`src/rtl/rfid_reader_pkg.sv`:
```
// ---------------------------------------------------------------------------
// rfid_reader_pkg
// Shared types and constants for the reader-side Gen2 forward-link encoder:
// FSM state encoding, PIE symbol types, counter/operand widths and the
// Gen2 command opcodes used to build command vectors.
// ---------------------------------------------------------------------------
package rfid_reader_pkg;

   localparam int unsigned CNT_W   = 11;  // symbol counter, holds up to 2*1023
   localparam int unsigned TRCAL_W = 10;  // TRcal length operand
   localparam int unsigned LEN_W   = 6;   // command length / bit index

   typedef enum logic [2:0] {
      ST_IDLE,
      ST_DELIM,
      ST_DATA0,
      ST_RTCAL,
      ST_TRCAL,
      ST_BITS,
      ST_DONE
   } pie_state_e;

   typedef enum logic [2:0] {
      SYM_DELIM,
      SYM_DATA0,
      SYM_DATA1,
      SYM_RTCAL,
      SYM_TRCAL
   } pie_sym_e;

   // Gen2 command opcodes (MSB-first prefixes of the command vector)
   localparam logic [3:0] OP_QUERY    = 4'b1000;
   localparam logic [1:0] OP_QUERYREP = 2'b00;
   localparam logic [1:0] OP_ACK      = 2'b01;
   localparam logic [7:0] OP_REQRN    = 8'hC1;

endpackage

```
`src/rtl/pie_symbol_timer.sv`:
```
// ---------------------------------------------------------------------------
// pie_symbol_timer
// Times one PIE symbol: high for (len - pw) cycles then low for pw cycles.
// A symbol with pw == len is entirely low (used for the delimiter).
//   clk, reset    : clock, async active-low reset
//   i_load        : start a new symbol; this cycle's edge starts its first cycle
//   i_clear       : abandon the symbol and return the line to carrier-on
//   i_len, i_pw   : symbol length and trailing low width, in cycles
//   o_level       : registered line level for the current cycle
//   o_sym_end_c   : current cycle is the last cycle of the symbol
// ---------------------------------------------------------------------------
module pie_symbol_timer
   import rfid_reader_pkg::*;
(
   input  logic             clk,
   input  logic             reset,
   input  logic             i_load,
   input  logic             i_clear,
   input  logic [CNT_W-1:0] i_len,
   input  logic [CNT_W-1:0] i_pw,
   output logic             o_level,
   output logic             o_sym_end_c
);

   // r_cnt = cycles still to come in this symbol after the current one
   logic [CNT_W-1:0] r_cnt;
   logic [CNT_W-1:0] r_pw;
   logic             r_level;

   always_ff @(posedge clk or negedge reset) begin
      if (!reset) begin
         r_cnt   <= '0;
         r_pw    <= '0;
         r_level <= 1'b1;
      end else if (i_clear) begin
         r_cnt   <= '0;
         r_level <= 1'b1;
      end else if (i_load) begin
         r_cnt   <= i_len - CNT_W'(1);
         r_pw    <= i_pw;
         r_level <= (i_len > i_pw);
      end else if (r_cnt != '0) begin
         // next cycle is low once it falls within the final pw cycles
         r_cnt   <= r_cnt - CNT_W'(1);
         r_level <= ((r_cnt - CNT_W'(1)) >= r_pw);
      end
   end

   assign o_level     = r_level;
   assign o_sym_end_c = (r_cnt == '0);

endmodule

```
`src/rtl/reader_pie_encoder.sv`:
```
// ---------------------------------------------------------------------------
// reader_pie_encoder
// Gen2 reader forward-link PIE transmitter: delimiter, data-0, RTcal,
// optional TRcal, then the command bits MSB-first.
//   clk, reset  : clock, async active-low reset
//   start       : request a frame (sampled only in IDLE)
//   frame_sync  : 1 = frame-sync (no TRcal), 0 = full preamble
//   cmd_bits    : command vector, bit cmd_len-1 sent first
//   cmd_len     : number of bits to send (clamped to MAXBITS)
//   trcal_clks  : TRcal length (raised to 2*PW_CLKS if shorter)
//   abort       : end the frame immediately, no done pulse
//   pie_out     : 1 = carrier on, 0 = modulation low
//   busy        : frame in progress
//   done        : one-cycle pulse after a completed frame
// ---------------------------------------------------------------------------
module reader_pie_encoder
   import rfid_reader_pkg::*;
#(
   parameter int unsigned TARI_CLKS  = 8,
   parameter int unsigned DATA1_CLKS = 16,
   parameter int unsigned PW_CLKS    = 4,
   parameter int unsigned DELIM_CLKS = 5,
   parameter int unsigned MAXBITS    = 32
) (
   input  logic               clk,
   input  logic               reset,
   input  logic               start,
   input  logic               frame_sync,
   input  logic [MAXBITS-1:0] cmd_bits,
   input  logic [LEN_W-1:0]   cmd_len,
   input  logic [TRCAL_W-1:0] trcal_clks,
   input  logic               abort,
   output logic               pie_out,
   output logic               busy,
   output logic               done
);

   localparam int unsigned        IDX_W     = (MAXBITS > 1) ? $clog2(MAXBITS) : 1;
   localparam logic [LEN_W-1:0]   MAX_LEN   = LEN_W'(MAXBITS);
   localparam logic [TRCAL_W-1:0] MIN_TRCAL = TRCAL_W'(2 * PW_CLKS);

   pie_state_e         r_state;
   logic               r_fs;
   logic [MAXBITS-1:0] r_cmd;
   logic [LEN_W-1:0]   r_len;
   logic [TRCAL_W-1:0] r_trcal;
   logic [LEN_W-1:0]   r_idx;
   logic               r_busy;
   logic               r_done;

   pie_state_e         w_next_state;
   pie_sym_e           w_sym;
   pie_sym_e           w_bit_sym;
   logic               w_load;
   logic               w_clear;
   logic               w_sym_end;
   logic               w_level;
   logic [LEN_W-1:0]   w_next_idx;
   logic [CNT_W-1:0]   w_len;
   logic [CNT_W-1:0]   w_pw;

   // Index of the next data bit: first bit on entry, else one below current
   assign w_next_idx = (r_state == ST_BITS) ? (r_idx - LEN_W'(1)) : (r_len - LEN_W'(1));
   assign w_bit_sym  = r_cmd[IDX_W'(w_next_idx)] ? SYM_DATA1 : SYM_DATA0;

   // Next state and symbol to load at this edge
   always_comb begin
      w_next_state = r_state;
      w_sym        = SYM_DATA0;
      w_load       = 1'b0;
      w_clear      = 1'b0;
      case (r_state)
         ST_IDLE: begin
            if (start) begin
               w_next_state = ST_DELIM;
               w_sym        = SYM_DELIM;
               w_load       = 1'b1;
            end
         end
         ST_DELIM: begin
            if (w_sym_end) begin
               w_next_state = ST_DATA0;
               w_sym        = SYM_DATA0;
               w_load       = 1'b1;
            end
         end
         ST_DATA0: begin
            if (w_sym_end) begin
               w_next_state = ST_RTCAL;
               w_sym        = SYM_RTCAL;
               w_load       = 1'b1;
            end
         end
         ST_RTCAL, ST_TRCAL: begin
            if (w_sym_end) begin
               if ((r_state == ST_RTCAL) && !r_fs) begin
                  w_next_state = ST_TRCAL;
                  w_sym        = SYM_TRCAL;
                  w_load       = 1'b1;
               end else if (r_len == '0) begin
                  w_next_state = ST_DONE;
                  w_clear      = 1'b1;
               end else begin
                  w_next_state = ST_BITS;
                  w_sym        = w_bit_sym;
                  w_load       = 1'b1;
               end
            end
         end
         ST_BITS: begin
            if (w_sym_end) begin
               if (r_idx == '0) begin
                  w_next_state = ST_DONE;
                  w_clear      = 1'b1;
               end else begin
                  w_sym        = w_bit_sym;
                  w_load       = 1'b1;
               end
            end
         end
         ST_DONE: begin
            w_next_state = ST_IDLE;
            w_clear      = 1'b1;
         end
         default: begin
            w_next_state = ST_IDLE;
            w_clear      = 1'b1;
         end
      endcase
      // abort outranks any symbol completion in the same cycle
      if (abort && (r_state != ST_IDLE)) begin
         w_next_state = ST_IDLE;
         w_load       = 1'b0;
         w_clear      = 1'b1;
      end
   end

   // Symbol length and low-pulse width for the symbol being loaded
   always_comb begin
      w_len = CNT_W'(TARI_CLKS);
      w_pw  = CNT_W'(PW_CLKS);
      case (w_sym)
         SYM_DELIM: begin
            w_len = CNT_W'(DELIM_CLKS);
            w_pw  = CNT_W'(DELIM_CLKS);
         end
         SYM_DATA0: w_len = CNT_W'(TARI_CLKS);
         SYM_DATA1: w_len = CNT_W'(DATA1_CLKS);
         SYM_RTCAL: w_len = CNT_W'(TARI_CLKS + DATA1_CLKS);
         SYM_TRCAL: w_len = CNT_W'(r_trcal);
         default:   w_len = CNT_W'(TARI_CLKS);
      endcase
   end

   // FSM state, frame parameters and status outputs
   always_ff @(posedge clk or negedge reset) begin
      if (!reset) begin
         r_state <= ST_IDLE;
         r_fs    <= 1'b0;
         r_cmd   <= '0;
         r_len   <= '0;
         r_trcal <= '0;
         r_idx   <= '0;
         r_busy  <= 1'b0;
         r_done  <= 1'b0;
      end else begin
         r_state <= w_next_state;
         r_busy  <= (w_next_state != ST_IDLE) && (w_next_state != ST_DONE);
         r_done  <= (w_next_state == ST_DONE);
         if ((r_state == ST_IDLE) && start) begin
            r_fs    <= frame_sync;
            r_cmd   <= cmd_bits;
            r_len   <= (cmd_len > MAX_LEN) ? MAX_LEN : cmd_len;
            r_trcal <= (trcal_clks < MIN_TRCAL) ? MIN_TRCAL : trcal_clks;
         end
         if (w_load && (w_next_state == ST_BITS)) begin
            r_idx <= w_next_idx;
         end
      end
   end

   pie_symbol_timer u_timer (
      .clk         (clk),
      .reset       (reset),
      .i_load      (w_load),
      .i_clear     (w_clear),
      .i_len       (w_len),
      .i_pw        (w_pw),
      .o_level     (w_level),
      .o_sym_end_c (w_sym_end)
   );

   assign pie_out = w_level;
   assign busy    = r_busy;
   assign done    = r_done;

endmodule

```
`config.mk`:
```
export PLATFORM = sky130hd
export DESIGN_NAME = reader_pie_encoder
export DESIGN_NICKNAME = d
export VERILOG_FILES = /design/src/rtl/rfid_reader_pkg.sv /design/src/rtl/pie_symbol_timer.sv /design/src/rtl/reader_pie_encoder.sv
export SDC_FILE = /design/constraint.sdc
export NUM_CORES = 1
export LEC_CHECK = 0
export CAP_MARGIN = 20
export CORE_ASPECT_RATIO = 1.2
export CORE_UTILIZATION = 37
export CTS_CLUSTER_SIZE = 25
export DETAILED_ROUTE_END_ITERATION = 7
export HOLD_SLACK_MARGIN = 0.15
export PLACE_DENSITY = 0.71
export SKIP_LAST_GASP = 1
export SLEW_MARGIN = 0
export SYNTH_ARGS = -nofsm -noshare
export SYNTH_HDL_FRONTEND = slang
export SYNTH_SLANG_ARGS = --single-unit
```
`constraint.sdc`:
```
create_clock -name clk -period 3 [get_ports clk]
set_input_delay 0.45 -clock clk [delete_from_list [all_inputs] [get_ports clk]]
set_output_delay 0.45 -clock clk [all_outputs]
set_load 0.02 [all_outputs]
```
==> out/results.ini <==
[placed_design]
place.gp.congestion = 0.876
placed_cell_area_um2 = 5400
dp.cells = 732
dp_slack_ps = -281
portBuffers = 55
place_hpwl_mm = 8.52

[global_routing]
antenna_found_initial = 0
grt_pass1_vias = 4141
grt_max_degree = 45
grt_usage_pct = 21.3
grt_overflow = 0
grt_pass1_wl_mm = 19.9

[detailed_routing]
postRouteAntennaNets = 0
drtPass1Iterations = 5
routedWlPerCell_um = 15.8
vias = 4015
drt-total-wl_mm = 12.0
drt-initial-drc-count = 214
via_per_inst = 5.28
drc = 0

[setup_path]
slowest_stage = or4_4
worstPathRequired_ps = 3240
worstPathCellList = or4_4, buf_6, or3_4, nor2_4, buf_6, a31oi_4, a221oi_4, a41oi_2, nor2_4, a311oi_2, a211oi_2
path_class = flip-flop to flip-flop
path_max_fanout = 4
crit_buf_inv = 2
max_stage_delay_ps = 550
cp.arrival_ps = 3280
path_delay_family = simple AND/OR/NAND/NOR gates
crit_path_end_kind = flip-flop
cp-start-kind = flip-flop

[sta]
rsz0062_at_grt = true
fin_crit_sh_pct = 101
fin_ws_ps = -38.7
clock_skew_ps = 8.34
fmax_mhz = 329
worstMarginPinSlew_ps = 747
period_needed_ps = 3040
slew_headroom_pct = 50.2
maxSlewViolCount = 0
final-setup-viol-count = 2
worst_hold_slack_ps = 180
hold_viol_final = 0

[logic_synthesis]
yosysTopAreaCell = dfrtp_1
async_flop_share_pct = 100
synth_most_common_cell = nand2_1
synth_commonest_cells = 141 x nand2_1, 73 x dfrtp_1, 37 x nor2_1
ys_top_cells_by_area = dfrtp_1 42%, nand2_1 12%, mux2i_1 3.5%
synth_top_cell_area_share_pct = 42.2
synth.net_count = 552
synth-edff-count = 0
ys.warnings.count = 0
synth_cells = 494
netlist_area_um2 = 4330
ys_seq_elements = 74
yosysUniqueCellTypes = 73
syn_avg_cell_area_um2 = 8.76
ys.flop_type = dfrtp_1
ys_seq_area_share_pct = 42.8

[clocking]
clock-sinks = 74
clk_pin_slew_worst_paths_ps = 60
cts_buffers = 9
cts_tree = yes
cts.htree.levels = 3
clockRootBuffer = clkbuf_16
cts_max_path_buffers = 2
cts-hold-fix-buffers = 0
clk_latency_ps = 340

[floorplanning]
die_x_um = 101
num_rows = 42
core-area_um2 = 11200
start_util_pct = 38.6
die_h_um = 120
design.die.area_um2 = 12100
pin_count = 56

[power]
p_clk_share_pct = 17.6
p_sw_share_pct = 40.8
power_switching_uw = 2760
internal_power_uw = 4000
power.share.combinational_pct = 56.2
seqPwrFrac_pct = 26.2
ir_drop_mv = 0.453
leakage_uw = 0.00277
power.density_nw_per_um2 = 1110

[worst_hold_path]
hold_class = input pin to async pin

[cells_and_area]
finalNetCount = 661
fin_area_um2 = 6100
drive_gt1_share_pct = 23.9
area_growth_pct = 41.0
stdcell_count = 761
diodes = 0

[status]
violations = setup timing
status = finished, violations left

[run]
drv_cap = 0

cell type report:
cell class	instances	area, um2
Sequential cell	74	1860
Inverter	11	45.0
Multi-Input combinational cell	386	2600
Clock buffer	11	253
Tap cell	154	193
Fill cell	974	5100
Clock inverter	4	73.8
Timing Repair Buffer	121	1080
state kept, by name, summed over array words and instances, names as in the netlist:
signal,count
done,1
r_trcal,10
busy,1
u_timer.o_level,1
r_cmd,32
u_timer.r_pw,2
r_fs,1
r_idx,6
u_timer.r_cnt,11
r_state,3
r_len,6
what timing repair did:
action / in CTS / in global routing
endpoints found under the setup margin: 5 / 12
buffers inserted: 11 / 4
gates resized for setup: 21 / 30
pin swaps: 18 / 17
final timing paths:
kind | startpoint | end | slack [ps] | cells after the start
worst max register to register | u_timer.r_cnt[3]$_DFFE_PN0P_ | u_timer.r_cnt[6]$_DFFE_PN0P_ | -40 | 11
worst min register to register | u_timer.r_pw[2]$_DFFE_PN0P_ | u_timer.r_pw[2]$_DFFE_PN0P_ | 450 | 2
worst max-delay path | u_timer.r_cnt[3]$_DFFE_PN0P_ | u_timer.r_cnt[6]$_DFFE_PN0P_ | -40 | 11
min in group clk | u_timer.r_pw[2]$_DFFE_PN0P_ | u_timer.r_pw[2]$_DFFE_PN0P_ | 450 | 2
worst min-delay path | reset | r_cmd[25]$_DFFE_PN0P_ | 180 | 1
max in group asynchronous | reset | r_state[2]$_DFF_PN0_ | 2110 | 2
through the flow:
| stage | util, % | TNS, ps | power (uW) |
|---|---|---|---|
| after floorplan | - | 0 | 3870 |
| after global routing | 54.5 | -577 | 7240 |
| after global placement | 48.2 | -149 | 4930 |
| after detailed placement | 48.2 | -560 | 5020 |
| after CTS | 52.8 | -2.19 | 6450 |
| final | 54.5 | -38.8 | 6760 |
power groups by stage:
stage	logic [uW]	registers, uW	clock network, uW
final	3800	1770	1190
after global placement	3190	1740	0
after floorplan	2190	1690	0
after CTS	3480	1750	1210
after global routing	4170	1820	1260
after detailed placement	3260	1760	0
per-layer routing:
layer / vias up / track usage [%] / share of wire [%] / wire length [um]
li1: 1946 / - / - / -
met2: 118 / 37.5 / 53 / 6310
met3: 27 / 4.91 / 3.9 / 468
met5: - / 0 / 0 / 0
met1: 1924 / 24.5 / 40 / 4840
met4: 0 / 9.15 / 3.1 / 378
cells in the final DEF (no fill, tap or decap), types with 4 or more instances in the layout:
cell type        synthesis  layout
o211ai_1                 6       6
buf_6                    0       4
xnor2_1                 11       8
nor2_1                  37      34
clkdlybuf4s50_1          0      54
mux4_2                   4       4
nor3_1                  15      14
xor2_1                   8       7
nand3_1                  7       5
inv_1                   11      10
nand3b_1                 5       5
o21ai_0                 19      18
clkbuf_16                0       9
dfrtp_1                 73      71
buf_4                    2      60
mux2i_1                 15      14
nand2b_1                10      10
or3_1                    5       4
nand2_1                141     137
a21oi_1                 14      13
or4_1                    5       4
cell families after synthesis:
| family | Yosys count | share of synthesized area (%) |
|---|---|---|
| AOI/OAI and AO/OA | 86 | 14.6 |
| xor gates and xnor gates | 19 | 3.85 |
| adders and majority gates | 5 | 1.45 |
| buffers and inverters | 34 | 3.30 |
| DFF | 74 | 42.8 |
| muxes | 23 | 6.60 |
| and+or+nand+nor | 253 | 27.4 |
(Power assumes the default switching activity.)
==> variant 1: new RTL, same flow settings <==
Encoding of `pie_state_e`: now one-hot (7 bits for 7 states).
--- a/src/rtl/rfid_reader_pkg.sv
+++ b/src/rtl/rfid_reader_pkg.sv
@@ -11,12 +11,12 @@
    localparam int unsigned LEN_W   = 6;   // command length / bit index
 
-   typedef enum logic [2:0] {
-      ST_IDLE,
-      ST_DELIM,
-      ST_DATA0,
-      ST_RTCAL,
-      ST_TRCAL,
-      ST_BITS,
-      ST_DONE
+   typedef enum logic [6:0] {
+      ST_IDLE  = 7'b0000001,
+      ST_DELIM = 7'b0000010,
+      ST_DATA0 = 7'b0000100,
+      ST_RTCAL = 7'b0001000,
+      ST_TRCAL = 7'b0010000,
+      ST_BITS  = 7'b0100000,
+      ST_DONE  = 7'b1000000
    } pie_state_e;
 
Function: no difference found for any inputs over 10 cycles, from zero or initial values and one cycle with reset low; not proved beyond that.
==> variant 1 against the original RTL <==
The run still ends with negative setup slack left. Worst setup slack got worse by 0.40 ns. Total power decreased by 5.2%. Routed wire length increased by 11%. Cell area increased by 7.7%. Sequential cell count increased by 4. Sequential power increased by 6%. Area after synthesis increased by 8.6%.
==> variant 1: results (changes against the original RTL) <==
Synth cell types 72 (-1.4%); sequential area share after synthesis 41.59% (-1.3 points); vias in the first global route 4636 (+12%); Pleak 2.864 nW (+3.3%); Syn Area/Cell 8.259 um^2 (-5.7%); Clock Skew 0.005104 ns (-0.003234 ns); DP HPWL 9.699 mm (+14%); initial drt markers 147 (-31%); Fillers 1132 (+16%); first-pass GRT wire length 21.99 mm (+10%); wire per inst 15.75 um (-0.17%); Post-Synth XOR/XNOR Area 3.355% (-0.49 points); status finished with violations; worst setup slack after layout -0.4409 ns (-0.4022 ns); mux contribution to synthesized area 3.222% (-3.4 points); Switching Fraction 42.11% (+1.3 points); nets 739 (+12%); met3 usage 3.441% (-1.5 points); failing checks negative setup slack; DR WL met2 7.250 mm (+15%); setup slack at placement -0.6530 ns (-0.3718 ns); Non-Filler Instances 846 (+11%); WL met3 402 um (-14%); P&R area growth vs syn 39.72%; adder and majority gate portion of the synthesized area 1.331% (-0.12 points); Max Fanout on Critical Path 6 (+2); Min-Delay Path Class reg2reg; gr usage total 20.92% (-0.38 points); RD Place Congestion 0.8549 (-2.4%); GR met2 Demand/Resource 38.80% (+1.3 points); top cells by area, synth dfrtp_1, nand2_1, o21ai_0; final setup fails 2 (unchanged); total negative slack -0.7999 ns (-0.7611 ns); M1 GR Usage 23.40% (-1.1 points); Slew Limit Headroom 52.39% (+2.2 points)
variant 1: changes by cell type in the layout (fill, tap and decap cells not counted), sizes merged, moves of 6 or more:
cell and delta:
nand2 +25, o21ai +18, mux2i -10, nor4 +10
a21oi +8, buf +7, a2111oi +6, nand2b +6
nor2b +6
variant 1: worst paths after layout:
| check | slack (ns) | depth (start not counted) | to | from |
|---|---|---|---|---|
| worst max-delay path | -0.44 | 15 | u_timer.r_cnt[3] | r_state[6] |
| worst min-delay path | 0.47 | 2 | r_cmd[4] | r_cmd[4] |
| worst max register to register | -0.44 | 15 | u_timer.r_cnt[3] | r_state[6] |
| worst min register to register | 0.47 | 2 | r_cmd[4] | r_cmd[4] |
| max in group asynchronous | 1.86 | 3 | r_trcal[6] | reset |
| min in group asynchronous | 0.56 | 2 | r_cmd[21] | reset |
variant 1: cells by family (layout without fill, tap and decap cells):
kind of cell               Yosys count  count (layout)
and+or+nand+nor                    302             302
AOI/OAI and AO/OA                  112             112
DFF                                 78              78
buffers and inverters               41             157
xor gates and xnor gates            18              18
muxes                               13              13
adders and majority gates            5               5
variant 1: power groups by stage:
stage | registers, mW | clock network (mW) | logic, mW
floorplan | 1.73 | 0 | 1.99
global placement | 1.86 | 0 | 2.76
detailed placement | 1.88 | 0 | 2.85
CTS | 1.86 | 1.02 | 3.27
global route | 1.93 | 1.07 | 3.86
finish | 1.88 | 1.00 | 3.53
variant 1: cell type report:
class,instances,area share [%]
flip-flops and latches,78,29.76
inverters,13,0.7812
well taps,161,3.068
clock inverters,3,0.3239
repair buffers,129,17.99
multi-input cells,450,44.32
clock buffers,12,3.754
variant 1: what timing repair did:
item	in CTS	in global routing
buffers inserted	10	7
pin swaps	18	17
resized for setup	30	32
endpoints found under the setup margin	5	11
hold endpoints to repair	0	21
hold buffers	0	1
==> variant 2: new RTL, same flow settings <==
Made on the original files. Set the parameter `MAXBITS` to 64 (it was 32).
--- a/src/rtl/reader_pie_encoder.sv
+++ b/src/rtl/reader_pie_encoder.sv
@@ -21,5 +21,5 @@
    parameter int unsigned PW_CLKS    = 4,
    parameter int unsigned DELIM_CLKS = 5,
-   parameter int unsigned MAXBITS    = 32
+   parameter int unsigned MAXBITS    = 64
 ) (
    input  logic               clk,
Interface: changed (resized cmd_bits); port bits go from 56 to 88. The function was not compared with the original's and may differ.
==> variant 2 against the original RTL <==
The run still ends with negative setup slack left. Area after synthesis grew 40%. Sequential cell count grew 32. Count of clock-buffer cells in the layout shrank 2. Sequential power grew 39%. Worst setup slack lost 0.64 ns. Routed wire length grew 44%. Cell area grew 39%. Total power shrank 3.2%. Critical path type unchanged.
==> variant 2: results (changes against the original RTL) <==
Post-Place Cell Area 7980 um^2 (+48%); Min-Delay Path Class reg2reg; initial drt markers 269 (+26%); setup slack at placement -0.7808 ns (-0.4996 ns); pin count of the biggest net entering global routing 53 (+18%); DR WL met2 8.876 mm (+41%); r2r worst-path depth 16 (+5); sequential area share after synthesis 43.81% (+0.97 points); share of Yosys cell area claimed by the top area cell type 43.38% (+1.1 points); vias in the first global route 5916 (+43%); share of cells above drive strength 1 23.37% (-0.51 points); Port Buf Inserts 81 (+47%); delay-heaviest family, CP compound AO/OA/AOI/OAI gates; Pleak 3.983 nW (+44%); worst skew pair latency 0.36 ns (+0.02 ns); DR vias 5849 (+46%); synth cell count leaders nand2_1, dfrtp_1, nor2_1; largest registers r_cmd: 64 flops, u_timer.r_cnt: 11 flops, r_trcal: 10 flops; first-pass GRT wire length 28.34 mm (+42%); Post-Synthesis Net Count 807 (+46%); Synth cell types 76 (+4.1%); status finished with violations; final setup fails 8 (+6); Initial DRT Pass Iterations 7 (+2); Critical Path Sink u_timer.r_cnt[4]; VDD IR max 0.3481 mV (-23%); Max Fanout on Critical Path 5 (+1); M1 WL 7.062 mm (+46%); clock-pin slew on the worst setup and hold paths 0.08 ns (+0.02 ns); DP HPWL 13.25 mm (+55%); worst reg2reg startpoint r_idx[1]; Clock Skew 0.01243 ns (+0.004091 ns); WL met3 592 um (+26%); top cells by area, synth dfrtp_1, nand2_1, mux4_2; nets 991 (+50%); worst setup slack after layout -0.6756 ns (-0.6369 ns); failing checks negative setup slack
[variant 2: cell count changes in the layout (fill, tap and decap cells not counted), sizes merged, moves of 6 or more]
cell and delta:
a21oi +10, nor4 +6, dfrtp +32, nand2b -9, nor2b +6, a211oi +8
and2 +6, inv +6, buf +67, nand2 +112, clkdlybuf4s50 +26, or3 +6
[variant 2: cells by family (layout without fill, tap and decap cells)]
group | Yosys count | count (layout) | share of synthesized area, %
simple gates | 377 | 377 | 27.45
compound gates | 135 | 135 | 15.95
flops | 106 | 106 | 43.81
buf+inv | 55 | 244 | 3.925
mux | 23 | 23 | 5.433
xor+xnor | 18 | 18 | 2.603
fa+ha+maj | 4 | 4 | 0.8263
[variant 2: power groups by stage]
stage | logic (mW) | registers (mW) | clock network, mW
finish | 2.85 | 2.46 | 1.24
CTS | 2.80 | 2.45 | 1.26
global placement | 2.68 | 2.46 | 0
detailed placement | 2.75 | 2.47 | 0
global route | 3.19 | 2.52 | 1.32
floorplan | 1.71 | 2.35 | 0
[variant 2: worst min-delay path by stage]
stage / startpoint / to / slack [ns]
finish: u_timer.r_pw[2] / u_timer.r_pw[2] / 0.45
global route: r_cmd[33] / r_cmd[33] / 0.51
CTS: u_timer.r_pw[2] / u_timer.r_pw[2] / 0.46
detailed placement: reset / busy / 0.38
global placement: reset / busy / 0.38
floorplan: reset / busy / 0.15
[variant 2: repair_timing]
item                       4_1_cts  5_1_grt
hold endpoints to repair        22        0
pin swaps                        5       17
setup endpoints to repair        9       20
gates cloned                     0        0
resized for setup               14       16
hold buffers                     1        0
setup buffers                    3        7
[variant 2: stage by stage]
step,cells,TNS [ns]
floorplan,718,-2.111
global placement,1089,-3.386
detailed placement,1089,-4.077
CTS,1109,-3.389
global route,1115,-5.613
finish,1115,-3.433
[variant 2: cell type report]
class | count | area (um^2)
multi-input cells | 557 | 3332
well taps | 208 | 260.3
flip-flops and latches | 106 | 2656
inverters | 13 | 48.80
clock inverters | 7 | 82.58
repair buffers | 215 | 1874
clock buffers | 9 | 225.2
fillers | 1487 | 7348
[variant 2: layer usage]
layer,global-route usage (%),vias up
met3,3.045,60
li1,-,2866
met4,11.39,0
met2,37.37,150
met1,24.82,2773
met5,0,-
[variant 2: worst register-to-register path, delay by kind of cell (launching register included)]
family | cells | cell delay, ns
buf+inv | 2 | 0.27
fa+ha+maj | 1 | 0.21
simple gates | 4 | 1.18
compound gates | 9 | 1.53
flops | 1 | 0.43
